### src/rtl/pcw_daisy_pkg.sv
// Shared types and constants for the PCW daisywheel/printer controller emulation.
package pcw_daisy_pkg;

  typedef enum logic [1:0] {
    IDLE  = 2'd0,
    PARAM = 2'd1,
    BUSY  = 2'd2,
    RESP  = 2'd3
  } state_e;

  // Upper nibble of every status byte read from port FD.
  localparam logic [3:0] STATUS_NIBBLE = 4'b1011;

  // Bus register map as seen through the 2-bit address.
  localparam logic [1:0] ADDR_DATA = 2'b00;
  localparam logic [1:0] ADDR_CMD  = 2'b10;

  // Command codes the emulated controller recognises.
  localparam logic [7:0] CMD_NOP     = 8'h00;
  localparam logic [7:0] CMD_C02     = 8'h02;
  localparam logic [7:0] CMD_C06     = 8'h06;
  localparam logic [7:0] CMD_C0A     = 8'h0A;
  localparam logic [7:0] CMD_C0B     = 8'h0B;
  localparam logic [7:0] CMD_C12     = 8'h12;
  localparam logic [7:0] CMD_VERSION = 8'h20;

  // Per-command shape: parameter bytes expected, response bytes produced.
  typedef struct packed {
    logic [1:0] nparam;
    logic [1:0] nresp;
  } cmd_info_t;

endpackage

### src/rtl/pcw_daisy_ctrl_if.sv
// CPU-side bus of the daisywheel controller: strobes, address, data and busy.
interface pcw_daisy_ctrl_if;

  logic       ce;
  logic       sel;
  logic [1:0] address;
  logic       wr;
  logic [7:0] din;
  logic [7:0] dout;
  logic       busy;

  modport master (
    output ce, sel, address, wr, din,
    input  dout, busy
  );

  modport slave (
    input  ce, sel, address, wr, din,
    output dout, busy
  );

endinterface

### src/rtl/pcw_daisy_cmd_rom.sv
// Command table: maps a command code and response index to the command shape
// and the response byte to emit at that index.
module pcw_daisy_cmd_rom
  import pcw_daisy_pkg::*;
#(
  parameter logic [7:0] FW_VERSION = 8'h21
) (
  input  logic [7:0] cmd_i,
  input  logic [1:0] resp_idx_i,
  output cmd_info_t  info_o,
  output logic [7:0] resp_byte_o
);

  // Unknown commands take one parameter and answer a single 0xFF.
  always_comb begin
    info_o      = '{nparam: 2'd1, nresp: 2'd1};
    resp_byte_o = 8'hFF;
    case (cmd_i)
      CMD_C02, CMD_C06, CMD_C0A, CMD_C0B, CMD_C12: begin
        info_o      = '{nparam: 2'd1, nresp: 2'd1};
        resp_byte_o = 8'h00;
      end
      CMD_VERSION: begin
        info_o      = '{nparam: 2'd0, nresp: 2'd2};
        resp_byte_o = (resp_idx_i == 2'd0) ? 8'h00 : FW_VERSION;
      end
      CMD_NOP: begin
        info_o      = '{nparam: 2'd0, nresp: 2'd0};
        resp_byte_o = 8'hFF;
      end
      default: begin
        info_o      = '{nparam: 2'd1, nresp: 2'd1};
        resp_byte_o = 8'hFF;
      end
    endcase
  end

endmodule

### src/rtl/pcw_daisy_ctrl.sv
// Daisywheel/printer controller emulation on the PCW I/O bus (FC data,
// FD status, 01FC command): command parser, timed busy phase and a
// response FIFO the CPU drains through the data port.
module pcw_daisy_ctrl
  import pcw_daisy_pkg::*;
#(
  parameter int unsigned RESP_DEPTH  = 8,
  parameter int unsigned BUSY_CYCLES = 16,
  parameter logic [7:0]  FW_VERSION  = 8'h21
) (
  input  logic              clk_sys,
  input  logic              reset_n,
  pcw_daisy_ctrl_if.slave   bus
);

  localparam int PTR_W = $clog2(RESP_DEPTH);
  localparam int CNT_W = PTR_W + 1;
  localparam int TMR_W = $clog2(BUSY_CYCLES + 1);

  state_e           state_q;
  logic             busy_q;
  logic             ovf_q;
  logic             old_sel_q;
  logic [7:0]       cmd_q;
  logic [1:0]       pcount_q;
  logic [TMR_W-1:0] timer_q;
  logic [1:0]       resp_idx_q;

  logic [7:0]       fifo_q [RESP_DEPTH];
  logic [PTR_W-1:0] rd_ptr_q;
  logic [PTR_W-1:0] wr_ptr_q;
  logic [CNT_W-1:0] count_q;

  logic             acc;
  logic             cmd_wr;
  logic             data_wr;
  logic             avail;
  logic             full;
  logic             pop;
  logic             push;
  logic             ready;
  logic [7:0]       status;
  logic [7:0]       rom_cmd;
  cmd_info_t        info;
  logic [7:0]       resp_byte;

  // One access per rising edge of sel, qualified by the CPU clock enable.
  assign acc     = bus.ce & bus.sel & ~old_sel_q;
  assign cmd_wr  = acc & bus.wr & (bus.address == ADDR_CMD);
  assign data_wr = acc & bus.wr & (bus.address == ADDR_DATA);

  assign avail = (count_q != '0);
  assign full  = (count_q == CNT_W'(RESP_DEPTH));
  assign ready = (state_q == IDLE) & ~avail;
  assign status = {STATUS_NIBBLE, ovf_q, busy_q, ready, avail};

  assign pop  = acc & ~bus.wr & (bus.address == ADDR_DATA) & avail;
  assign push = bus.ce & (state_q == RESP) & ~cmd_wr & ~full
              & (resp_idx_q < info.nresp);

  // A new command is decoded straight off the bus; otherwise the table
  // describes the command currently in progress.
  assign rom_cmd = cmd_wr ? bus.din : cmd_q;

  pcw_daisy_cmd_rom #(
    .FW_VERSION (FW_VERSION)
  ) u_cmd_rom (
    .cmd_i       (rom_cmd),
    .resp_idx_i  (resp_idx_q),
    .info_o      (info),
    .resp_byte_o (resp_byte)
  );

  assign bus.busy = busy_q;

  // Read mux: data port shows the FIFO head during the access, else status.
  always_comb begin
    bus.dout = 8'hFF;
    if (bus.sel & bus.ce) begin
      if (!bus.wr && !bus.address[0]) begin
        bus.dout = avail ? fifo_q[rd_ptr_q] : 8'hFF;
      end else begin
        bus.dout = status;
      end
    end
  end

  // Response storage; emptiness is tracked by count, so no reset is needed.
  always_ff @(posedge clk_sys) begin
    if (push) begin
      fifo_q[wr_ptr_q] <= resp_byte;
    end
  end

  // FIFO pointers and count; a command write flushes any stale responses.
  always_ff @(posedge clk_sys or negedge reset_n) begin
    if (!reset_n) begin
      rd_ptr_q <= '0;
      wr_ptr_q <= '0;
      count_q  <= '0;
    end else if (cmd_wr) begin
      rd_ptr_q <= '0;
      wr_ptr_q <= '0;
      count_q  <= '0;
    end else begin
      if (push) begin
        wr_ptr_q <= wr_ptr_q + PTR_W'(1);
      end
      if (pop) begin
        rd_ptr_q <= rd_ptr_q + PTR_W'(1);
      end
      case ({push, pop})
        2'b10:   count_q <= count_q + CNT_W'(1);
        2'b01:   count_q <= count_q - CNT_W'(1);
        default: count_q <= count_q;
      endcase
    end
  end

  // Command sequencer: collect parameters, wait out the busy time, then
  // stream the response bytes into the FIFO.
  always_ff @(posedge clk_sys or negedge reset_n) begin
    if (!reset_n) begin
      state_q    <= IDLE;
      busy_q     <= 1'b0;
      ovf_q      <= 1'b0;
      old_sel_q  <= 1'b0;
      cmd_q      <= CMD_NOP;
      pcount_q   <= 2'd0;
      timer_q    <= '0;
      resp_idx_q <= 2'd0;
    end else if (bus.ce) begin
      old_sel_q <= bus.sel;
      if (cmd_wr) begin
        cmd_q      <= bus.din;
        ovf_q      <= 1'b0;
        pcount_q   <= info.nparam;
        resp_idx_q <= 2'd0;
        busy_q     <= 1'b1;
        if (info.nparam == 2'd0) begin
          state_q <= BUSY;
          timer_q <= TMR_W'(BUSY_CYCLES);
        end else begin
          state_q <= PARAM;
        end
      end else begin
        if (data_wr && (state_q != PARAM)) begin
          ovf_q <= 1'b1;
        end
        case (state_q)
          IDLE: begin
            busy_q <= 1'b0;
          end
          PARAM: begin
            if (data_wr) begin
              pcount_q <= pcount_q - 2'd1;
              if (pcount_q == 2'd1) begin
                state_q <= BUSY;
                timer_q <= TMR_W'(BUSY_CYCLES);
              end
            end
          end
          BUSY: begin
            timer_q <= timer_q - TMR_W'(1);
            if (timer_q == TMR_W'(1)) begin
              state_q    <= RESP;
              resp_idx_q <= 2'd0;
            end
          end
          RESP: begin
            if (resp_idx_q >= info.nresp) begin
              state_q <= IDLE;
              busy_q  <= 1'b0;
            end else if (push) begin
              resp_idx_q <= resp_idx_q + 2'd1;
              if (resp_idx_q == (info.nresp - 2'd1)) begin
                state_q <= IDLE;
                busy_q  <= 1'b0;
              end
            end
          end
          default: begin
            state_q <= IDLE;
            busy_q  <= 1'b0;
          end
        endcase
      end
    end
  end

endmodule

### src/flat_wrapper.sv
// flat-port wrapper written by rule: the top's interface ports become plain ports
module pcw_daisy_ctrl_flat import pcw_daisy_pkg::*;
#(
  parameter int unsigned RESP_DEPTH  = 8,
  parameter int unsigned BUSY_CYCLES = 16,
  parameter logic [7:0]  FW_VERSION  = 8'h21
)
  (clk_sys, reset_n, bus_ce, bus_sel, bus_address, bus_wr, bus_din, bus_dout, bus_busy);
  pcw_daisy_ctrl_if bus_i ();
  input  logic clk_sys;
  input  logic reset_n;
  input wire logic [$bits(bus_i.ce)-1:0] bus_ce;
  input wire logic [$bits(bus_i.sel)-1:0] bus_sel;
  input wire logic [$bits(bus_i.address)-1:0] bus_address;
  input wire logic [$bits(bus_i.wr)-1:0] bus_wr;
  input wire logic [$bits(bus_i.din)-1:0] bus_din;
  output wire logic [$bits(bus_i.dout)-1:0] bus_dout;
  output wire logic [$bits(bus_i.busy)-1:0] bus_busy;
  assign bus_i.ce = bus_ce;
  assign bus_i.sel = bus_sel;
  assign bus_i.address = bus_address;
  assign bus_i.wr = bus_wr;
  assign bus_i.din = bus_din;
  assign bus_dout = bus_i.dout;
  assign bus_busy = bus_i.busy;
  pcw_daisy_ctrl #(.RESP_DEPTH(RESP_DEPTH), .BUSY_CYCLES(BUSY_CYCLES), .FW_VERSION(FW_VERSION)) u_core (.clk_sys(clk_sys), .reset_n(reset_n), .bus(bus_i));
endmodule
### config.mk
export PLATFORM = sky130hd
export DESIGN_NAME = pcw_daisy_ctrl_flat
export DESIGN_NICKNAME = d
export VERILOG_FILES = /design/src/rtl/pcw_daisy_pkg.sv /design/src/rtl/pcw_daisy_ctrl_if.sv /design/src/rtl/pcw_daisy_cmd_rom.sv /design/src/rtl/pcw_daisy_ctrl.sv /design/src/flat_wrapper.sv
export SDC_FILE = /design/constraint.sdc
export NUM_CORES = 1
export LEC_CHECK = 0
export BUFFER_PORTS_ARGS = -buffer_cell sky130_fd_sc_hd__buf_2
export CAP_MARGIN = 10
export CORE_MARGIN = 8
export CORE_UTILIZATION = 41
export DETAILED_ROUTE_END_ITERATION = 10
export GPL_ROUTABILITY_DRIVEN = 0
export SYNTH_ARGS = -nofsm -noshare
export SYNTH_HDL_FRONTEND = slang
export SYNTH_SLANG_ARGS = --single-unit
### constraint.sdc
create_clock -name clk_sys -period 7.65 [get_ports clk_sys]
set_input_delay 1.1475 -clock clk_sys [delete_from_list [all_inputs] [get_ports clk_sys]]
set_output_delay 1.1475 -clock clk_sys [all_outputs]
set_load 0.03 [all_outputs]
==> results.py, run 1 <==
metrics = {
    "outcome": {
        "status": "complete, no violations",
    },
    "setup_path": {
        "critical_path.slowest_cell": "a2111oi_0",
        "cp_top_family": "compound AO/OA/AOI/OAI gates",
        "critPathLaunch": "bus_address[0]",
        "arrival_ns": 6.00,
        "cp.required_ns": 7.89,
        "crit_path_frequent_cell": "ha_1",
        "rr_worst_depth": 17,
        "reg2reg_to": "u_core.count_q[3]",
        "path_buf_inv": 3,
        "crit_chain": "buf_2 -> or3b_1 -> or2_1 -> a41oi_1 -> inv_1 -> nand2_1 -> ha_1 -> nor2b_1 -> a2111oi_0 -> and3_1 -> inv_1 -> ha_1 -> ha_1 -> a31o_2 -> a21oi_1 -> o21ai_0 -> xor2_1 -> nor2_1",
        "rrSetupSlack_ns": 2.41,
        "criticalPathCategory": "input port to flop",
        "start_kind": "input port",
        "max_stage_delay_ns": 0.78,
        "r2r-start": "u_core.old_sel_q",
        "crit_path_max_fanout": 19,
        "end_kind": "flop",
    },
    "floorplanning": {
        "die_area_um2": 9510,
        "initial_core_util_pct": 42.7,
        "rows": 29,
        "pin_count": 24,
        "die_y_um": 97.5,
        "core_um2": 6390,
        "fp.dieW_um": 97.5,
    },
    "clock_network": {
        "cts_tree": "built",
        "clockBufferDepth": 2,
        "htree_levels": 2,
        "clock_latency_ns": 0.30,
        "post_cts_buffers": 0,
        "cts_buffers": 5,
        "holdBufCountCts": 0,
        "path_clk_slew_ns": 0.09,
        "cts_sinks": 48,
        "cts-resized-gates": 0,
        "cts_root_buffer": "clkbuf_8",
    },
    "power": {
        "p_leak_nw": 1.31,
        "power_frac_comb_pct": 39.0,
        "power_w": 0.000950,
        "clockPowerShare_pct": 19.0,
        "p_seq_share_pct": 42.0,
        "ir_drop_v": 0.000168,
        "power.switching_w": 0.000360,
        "internal_power_w": 0.000589,
        "power.density_nw_per_um2": 314,
        "netSwitchingFraction_pct": 37.9,
    },
    "layout": {
        "antenna_cells": 0,
        "fin_nets": 320,
        "final_common_cell": "dfrtp_1",
        "drive_above_1_share_pct": 16.3,
        "ff_latch_area_um2": 1280,
        "mostFrequentLayoutCells": "dfrtp_1 (32), nor2_1 (30), nand2_1 (28), buf_2 (23), ha_1 (17)",
        "nFillCells": 584,
        "multi_input_area_um2": 1350,
        "area_growth_pct": 10.8,
    },
    "synth": {
        "synth_top_cell_area_share_pct": 29.4,
        "synth_flop_cell": "dfrtp_1",
        "synthCells": 264,
        "async_reset_ff_share_pct": 66.7,
        "synth-edff-count": 16,
        "synth_top_cell_by_area": "dfrtp_1",
        "yosys_warnings": 0,
        "ys_seq_elements": 48,
        "synth_nets": 296,
        "syn_area_um2": 2730,
        "syn_area_per_cell_um2": 10.3,
        "synth.distinct_cells": 54,
        "ys_seq_area_share_pct": 47.0,
        "synthTopCellsByArea": "dfrtp_1 (29%), edfxtp_1 (18%), ha_1 (7.8%)",
    },
    "placement": {
        "dp_hpwl_mm": 4.25,
        "portBuffers": 23,
    },
    "sta": {
        "period_share_pct": 75.4,
        "setup_viol": 0,
        "finalHoldViolCount": 0,
        "tns_ns": 0,
        "drv_slew": 0,
        "rsz0062_at_grt": "false",
        "holdWs_ns": 0.486,
        "slew_headroom_pct": 37.9,
        "tightest_slew_ns": 0.923,
        "max_freq_mhz": 173,
        "skew_ns": 0.00632,
        "fin_crit_ns": 5.77,
    },
    "global_route": {
        "use_met1_pct": 15.9,
        "grt_use_total_pct": 12.1,
        "grt_overflow_total": 0,
        "grt_pass1_vias": 2037,
        "grt_use_met3_pct": 3.20,
        "grt_pass1_wl_mm": 9.76,
        "grt.busiest_layer": "met2",
        "antenna_found_initial": 0,
        "grt_max_degree": 33,
        "grtUsageMet2_pct": 18.8,
    },
    "worst_hold_path": {
        "whs_path_depth": 2,
        "min-delay-start": "u_core.cmd_q[7]",
        "min_path_type": "flop to flop",
        "min_to": "u_core.cmd_q[7]",
    },
    "route": {
        "ant_nets": 0,
        "routed_via_density": 5.38,
        "drc": 0,
        "drt_pass1_iterations": 4,
        "avgRoutedWirePerCell_um": 15.4,
        "num_vias": 1968,
        "drtIter0Drc": 86,
        "finalWirelength_mm": 5.63,
    },
    "job": {
        "cap_violations": 0,
    },
}
[Yosys cell counts, drive strengths merged, types with 4 or more instances]
| library cell | n |
|---|---|
| nand2 | 28 |
| inv | 15 |
| nor2 | 30 |
| mux2i | 8 |
| xor2 | 7 |
| o21ai | 13 |
| a21oi | 10 |
| mux2 | 7 |
| dfrtp | 32 |
| ha | 17 |
| nand3 | 4 |
| nor4 | 4 |
| clkbuf | 5 |
| edfxtp | 16 |
| nor3 | 11 |
| mux4 | 4 |
[per-layer routing]
metal / vias up / part of all wire, %
li1: 997 / -
met1: 941 / 51
met2: 24 / 44
met3: 6 / 4.0
met4: 0 / 1.0
met5: - / 0
[per-stage QoR]
stage	area [um2]	setup WS (ns)	utilization, %	instances
floorplan	2730	2.46	-	264
global placement	2910	1.90	45.6	358
detailed placement	2910	1.66	45.6	358
CTS	3020	1.94	47.3	366
global route	3020	1.46	47.3	366
finish	3020	1.88	47.3	366
[registers in the layout, indices dropped and copies added (netlist names)]
register,cells
u_core.bus.busy,1
u_core.cmd_q,8
u_core.count_q,4
u_core.fifo_q,16
u_core.old_sel_q,1
u_core.ovf_q,1
u_core.pcount_q,2
u_core.rd_ptr_q,3
u_core.resp_idx_q,2
u_core.state_q,2
u_core.timer_q,5
u_core.wr_ptr_q,3
[worst max-delay path by stage]
stage / cells past startpoint / end / slack [ns]
floorplan: 19 / u_core.count_q[3] / 2.46
global placement: 18 / u_core.count_q[3] / 1.90
detailed placement: 18 / u_core.count_q[3] / 1.66
CTS: 18 / u_core.count_q[3] / 1.94
global route: 18 / u_core.count_q[3] / 1.46
finish: 18 / u_core.count_q[3] / 1.88
[worst reg2reg max path, cell delays in order, from the launching register on]
cell and delay (ns):
dfrtp_1 0.40, or3b_1 0.51, or2_1 0.54, a41oi_1 0.51, inv_1 0.11, nand2_1 0.11, ha_1 0.25, nor2b_1 0.14
a2111oi_0 0.78, and3_1 0.34, inv_1 0.14, ha_1 0.29, ha_1 0.35, a31o_2 0.25, a21oi_1 0.12, o21ai_0 0.11
xor2_1 0.15, nor2_1 0.09
[power by group through the flow]
stage	Sequential [W]	Combinational, W	Clock, W
floorplan	0.000383	0.000297	0
global placement	0.000402	0.000365	0
detailed placement	0.000404	0.000369	0
CTS	0.000399	0.000372	0.000187
global route	0.000411	0.000419	0.000197
finish	0.000399	0.000370	0.000181
[cell type report]
cell class / count / share of cell area (%)
Clock buffer: 5 / 2.28
Clock inverter: 3 / 1.41
Inverter: 15 / 1.86
Multi-Input combinational cell: 193 / 44.5
Sequential cell: 48 / 42.4
Tap cell: 77 / 3.19
Timing Repair Buffer: 25 / 4.31
[kinds of logic after synthesis]
kind of cell,count (synthesis),share of synthesized area (%)
AND/OR/NAND/NOR,100,17.6
AO/OA/AOI/OAI,49,11.8
flip-flops,48,47.0
multiplexers,19,9.55
adder cells (fa/ha/maj),17,7.81
XOR/XNOR,8,2.57
buffers and inverters,23,3.63
Note: power is estimated with default switching activity, not from simulation.
==> run 2: changes to the inputs <==
- ABC_AREA: unset -> 1
- clock period: 7.65 -> 5.9 ns (I/O delays scaled with it)
==> results.py, run 2 <==
metrics = {
    "outcome": {
        "status": "complete, no violations",
    },
    "placement": {
        "dp_hpwl_mm": 4.77,
        "dp_slack_ns": 1.56,
        "dpl-instance-area_um2": 3170,
        "portBuffers": 23,
    },
    "route": {
        "drt-met1-wl_mm": 3.11,
        "drtIter0Drc": 106,
        "drc": 0,
        "ant_nets": 0,
        "dr.max_layer_used": "met4",
        "num_vias": 2306,
        "routed_via_density": 4.88,
        "drt_pass1_iterations": 5,
        "met2WireLength_mm": 2.75,
        "finalWirelength_mm": 6.16,
        "wl_met3_um": 245,
        "avgRoutedWirePerCell_um": 13.0,
    },
    "power": {
        "p_leak_nw": 1.60,
        "netSwitchingFraction_pct": 38.9,
        "clockPowerShare_pct": 23.1,
        "power.switching_w": 0.000542,
        "power.density_nw_per_um2": 419,
        "internal_power_w": 0.000851,
        "p_seq_share_pct": 36.1,
        "power_w": 0.00139,
        "ir_drop_v": 0.000211,
        "power_frac_comb_pct": 40.8,
    },
    "synth": {
        "synth.most_common_cell": "nand2_1",
        "syn_area_per_cell_um2": 8.55,
        "synth_top_cell_by_area": "dfrtp_1",
        "ys_seq_area_share_pct": 42.8,
        "ys_seq_elements": 48,
        "synth.distinct_cells": 40,
        "synth_nets": 382,
        "syn_area_um2": 2990,
        "synth-edff-count": 16,
        "synthTopCellsByCount": "nand2_1 (68), inv_1 (54), dfrtp_1 (32)",
        "yosys_warnings": 0,
        "synth_flop_cell": "dfrtp_1",
        "async_reset_ff_share_pct": 66.7,
        "synthTopCellsByArea": "dfrtp_1 (27%), edfxtp_1 (16%), nand2_1 (8.5%)",
        "synth_top_cell_area_share_pct": 26.8,
        "synthCells": 350,
    },
    "floorplanning": {
        "core_um2": 7180,
        "initial_core_util_pct": 41.7,
        "pin_count": 24,
        "rows": 31,
        "die_area_um2": 10300,
        "die_y_um": 101,
        "fp.dieW_um": 101,
    },
    "sta": {
        "fin_crit_ns": 4.05,
        "max_freq_mhz": 247,
        "setup_viol": 0,
        "slew_headroom_pct": 43.2,
        "worst_slack_ns": 1.85,
        "skew_ns": 0.00825,
        "drv_slew": 0,
        "rsz0062_at_grt": "false",
        "tns_ns": 0,
        "period_share_pct": 68.6,
        "tightest_slew_ns": 0.843,
        "finalHoldViolCount": 0,
        "holdWs_ns": 0.496,
    },
    "clock_network": {
        "cts_root_buffer": "clkbuf_8",
        "post_cts_buffers": 0,
        "cts-resized-gates": 0,
        "holdBufCountCts": 0,
        "path_clk_slew_ns": 0.09,
        "clock_latency_ns": 0.30,
        "cts_tree": "built",
        "cts_buffers": 5,
        "cts_sinks": 48,
        "clockBufferDepth": 2,
        "htree_levels": 2,
    },
    "layout": {
        "mostFrequentLayoutCells": "nand2_1 (68), inv_1 (54), dfrtp_1 (32), nor2_1 (26), o21ai_0 (24)",
        "reg_top3": "u_core.fifo_q: 16 flops, u_core.cmd_q: 8 flops, u_core.timer_q: 5 flops",
        "largest_reg_flops": 16,
        "stdcell_area_um2": 3330,
        "area_growth_pct": 11.2,
        "drive_above_1_share_pct": 19.3,
        "nFillCells": 677,
        "antenna_cells": 0,
        "final_common_cell": "nand2_1",
        "fin_nets": 405,
        "regMostFlops": "u_core.fifo_q",
    },
    "setup_path": {
        "critical_path.slowest_cell": "ha_1",
        "max_stage_delay_ns": 0.34,
        "cp-endpoint": "u_core.count_q[3]",
        "crit_path_max_fanout": 24,
        "rrSetupSlack_ns": 2.24,
        "start_kind": "input port",
        "reg2reg_to": "u_core.count_q[3]",
        "cp.required_ns": 6.10,
        "critPathLaunch": "bus_ce",
        "rr_worst_depth": 23,
        "criticalPathCategory": "input port to flop",
        "arrival_ns": 4.24,
        "r2r-start": "u_core.old_sel_q",
        "crit_path_frequent_cell": "nand2_1",
        "end_kind": "flop",
    },
    "job": {
        "cap_violations": 0,
    },
    "global_route": {
        "grt_overflow_total": 0,
        "grt_max_degree": 33,
        "grt_pass1_vias": 2265,
        "grt_use_total_pct": 13.0,
        "grt_pass1_wl_mm": 10.7,
        "antenna_found_initial": 0,
    },
    "worst_hold_path": {
        "min_path_type": "flop to flop",
    },
}
==> run 2: cell types whose count changed after synthesis, moves of 7 or more <==
cell | previous run | this run
nand2_1 | 28 | 68
inv_1 | 15 | 54
nand3_1 | 4 | 22
nand4_1 | 0 | 13
o21ai_0 | 13 | 24
mux2i_1 | 8 | 0
nand2_4 | 0 | 8
nand2_2 | 0 | 7
nor3_1 | 10 | 3
==> run 2: metrics by stage <==
step	instances	util, %
after global placement	465	44.2
after CTS	473	46.4
after floorplan	350	-
after global routing	473	46.4
after detailed placement	465	44.2
final	473	46.4
==> run 2: worst max-delay path: cells and delay by family <==
family,cells,cell delay [ns]
and+or+nand+nor,17,1.95
AOI/OAI and AO/OA,2,0.25
buffers and inverters,3,0.34
adders and majority gates,3,0.82
==> run 2: final cells by class <==
cell class | instances | area, um2 | share of cell area (%)
Clock buffer | 5 | 68.8 | 2.07
Clock inverter | 3 | 90.1 | 2.71
Inverter | 59 | 224 | 6.73
Multi-Input combinational cell | 236 | 1430 | 42.8
Sequential cell | 48 | 1280 | 38.5
Tap cell | 99 | 124 | 3.72
Timing Repair Buffer | 23 | 115 | 3.46
==> run 2: metal layers <==
metal	track usage [%]	vias to the layer above
met5	0	-
met4	3.78	0
met3	2.61	5
met2	20.8	37
met1	17.3	1084
li1	-	1180
==> run 2: cells by family after synthesis <==
| family | synth area share (%) |
|---|---|
| AOI/OAI and AO/OA | 10.0 |
| and+or+nand+nor | 29.3 |
| buffers and inverters | 9.57 |
| DFF | 42.8 |
| xor gates and xnor gates | 1.17 |
| adders and majority gates | 7.11 |
==> run 2: worst min-delay path by stage <==
stage | slack [ns] | start | cells after the start | endpoint
finish | 0.50 | u_core.cmd_q[6] | 2 | u_core.cmd_q[6]
global route | 0.53 | u_core.cmd_q[6] | 2 | u_core.cmd_q[6]
CTS | 0.50 | u_core.cmd_q[6] | 2 | u_core.cmd_q[6]
detailed placement | 0.48 | u_core.cmd_q[6] | 2 | u_core.cmd_q[6]
global placement | 0.48 | u_core.cmd_q[6] | 2 | u_core.cmd_q[6]
floorplan | 0.45 | u_core.cmd_q[6] | 2 | u_core.cmd_q[6]
==> run 2: power by group through the flow <==
stage / Clock (W) / Sequential [W] / Combinational, W
2_1_floorplan: 0 / 0.000488 / 0.000470
3_3_place_gp: 0 / 0.000508 / 0.000568
3_5_place_dp: 0 / 0.000510 / 0.000573
4_1_cts: 0.000333 / 0.000503 / 0.000576
5_1_grt: 0.000346 / 0.000516 / 0.000662
6_report: 0.000322 / 0.000503 / 0.000568
==> run 3: changes to the inputs <==
- clock period: 5.9 -> 4.16 ns (I/O delays scaled with it)
==> results.py, run 3 (synthesis gave the netlist of run 2 again) <==
metrics = {
    "outcome": {
        "status": "complete, no violations",
    },
    "clock_network": {
        "clock_latency_ns": 0.30,
        "post_cts_buffers": 0,
        "clockBufferDepth": 2,
        "cts_root_buffer": "clkbuf_8",
        "holdBufCountCts": 0,
        "cts-resized-gates": 0,
        "cts_sinks": 48,
        "cts_buffers": 5,
        "htree_levels": 2,
        "path_clk_slew_ns": 0.09,
        "cts_tree": "built",
    },
    "layout": {
        "regMostFlops": "u_core.fifo_q",
        "drive_above_1_share_pct": 19.7,
        "reg_top3": "u_core.fifo_q: 16 flops, u_core.cmd_q: 8 flops, u_core.timer_q: 5 flops",
        "nFillCells": 721,
        "ff_latch_area_um2": 1280,
        "post-route-util_pct": 46.0,
        "multi_input_area_um2": 1430,
        "fin_nets": 407,
        "area_growth_pct": 10.2,
        "mostFrequentLayoutCells": "nand2_1 (68), inv_1 (54), dfrtp_1 (32), nor2_1 (26), o21ai_0 (24)",
        "stdcell_area_um2": 3300,
        "largest_reg_flops": 16,
        "final_common_cell": "nand2_1",
        "antenna_cells": 0,
    },
    "route": {
        "drc": 0,
        "num_vias": 2308,
        "routed_via_density": 4.86,
        "drtIter0Drc": 70,
        "avgRoutedWirePerCell_um": 12.8,
        "ant_nets": 0,
        "finalWirelength_mm": 6.09,
        "drt_pass1_iterations": 4,
    },
    "setup_path": {
        "cp.required_ns": 4.36,
        "start_kind": "input port",
        "crit_path_max_fanout": 13,
        "critical_path.slowest_cell": "ha_1",
        "max_stage_delay_ns": 0.34,
        "cp_top_family": "simple AND/OR/NAND/NOR gates",
        "arrival_ns": 3.69,
        "crit_path_frequent_cell": "nand2_1",
        "end_kind": "flop",
        "path_buf_inv": 4,
        "criticalPathCategory": "input port to flop",
    },
    "global_route": {
        "grt_overflow_total": 0,
        "grt_use_total_pct": 13.1,
        "grtUsageMet2_pct": 21.1,
        "grt_use_met3_pct": 2.61,
        "antenna_found_initial": 0,
        "grt_max_degree": 33,
        "grt_pass1_vias": 2268,
        "grt_pass1_wl_mm": 10.7,
        "use_met1_pct": 17.3,
        "grt.busiest_layer": "met2",
    },
    "floorplanning": {
        "fp.dieW_um": 101,
        "initial_core_util_pct": 41.7,
        "pin_count": 24,
        "core_um2": 7180,
        "die_y_um": 101,
        "rows": 31,
        "die_area_um2": 10300,
    },
    "sta": {
        "finalHoldViolCount": 0,
        "period_share_pct": 83.8,
        "tns_ns": 0,
        "skew_ns": 0.00709,
        "drv_slew": 0,
        "fin_crit_ns": 3.48,
        "setup_viol": 0,
        "rsz0062_at_grt": "false",
        "tightest_slew_ns": 0.807,
        "slew_headroom_pct": 45.6,
        "max_freq_mhz": 287,
    },
    "worst_hold_path": {
        "min_path_type": "input port to asynchronous set/reset pin",
    },
    "placement": {
        "portBuffers": 23,
        "dp_hpwl_mm": 4.74,
        "dpl-instance-area_um2": 3180,
    },
    "power": {
        "power.density_nw_per_um2": 566,
        "p_leak_nw": 1.59,
        "ir_drop_v": 0.000245,
        "power_w": 0.00187,
    },
    "job": {
        "cap_violations": 0,
    },
}
run 3: per-layer routing:
metal  up-vias  part of all wire [%]  wire (um)
met1      1077                    49       2970
met5         -                     0          0
li1       1187                     -          -
met3         8                   4.1        249
met4         0                   1.1         67
met2        36                    46       2800
run 3: worst paths after layout:
check | startpoint | end | slack (ns) | depth (start not counted)
max | bus_address[1] | u_core.count_q[3] | 0.68 | 25
min | reset_n | u_core.rd_ptr_q[2] | 0.38 | 1
max reg2reg | u_core.old_sel_q | u_core.count_q[3] | 0.72 | 23
min reg2reg | u_core.cmd_q[7] | u_core.cmd_q[7] | 0.49 | 2
max in group asynchronous | reset_n | u_core.state_q[0] | 3.30 | 1
min in group clk_sys | u_core.cmd_q[7] | u_core.cmd_q[7] | 0.49 | 2
run 3: where the power goes:
part / switching [W] / internal (W)
registers: 0.000108 / 0.000607
clock network: 0.000158 / 0.000181
logic: 0.000511 / 0.000301
run 3: worst reg2reg max path, stage by stage (launching register included):
cell and delay, ns:
dfrtp_1 0.50, nor2_8 0.10, nand3_4 0.17, nand2_1 0.09, nand2_1 0.13, nand2_2 0.09, nor2_4 0.18, nand2_4 0.10
ha_1 0.28, inv_1 0.06, nor2_1 0.04, nor2_1 0.10, nand3_1 0.13, nor2_4 0.16, inv_2 0.06, ha_1 0.25
ha_1 0.34, nand3_1 0.08, nand3_1 0.10, o21ai_0 0.07, a21oi_1 0.16, nand2_1 0.07, nand2_1 0.06, nor2_1 0.04
run 3: layout make-up:
type                    instances  area share, %
clock buffers                   5           2.09
well taps                      99           3.75
inverters                      59           6.79
flip-flops and latches         48           38.8
clock inverters                 3           1.40
repair buffers                 25           3.94
multi-input cells             236           43.2
run 3: per-stage QoR:
step | setup slack, ns | instances | hold WS [ns]
after floorplan | 0.656 | 350 | 0.328
after global placement | 0.462 | 467 | 0.478
after detailed placement | 0.355 | 467 | 0.469
after CTS | 0.677 | 475 | 0.412
after global routing | 0.376 | 475 | 0.445
final | 0.675 | 475 | 0.383
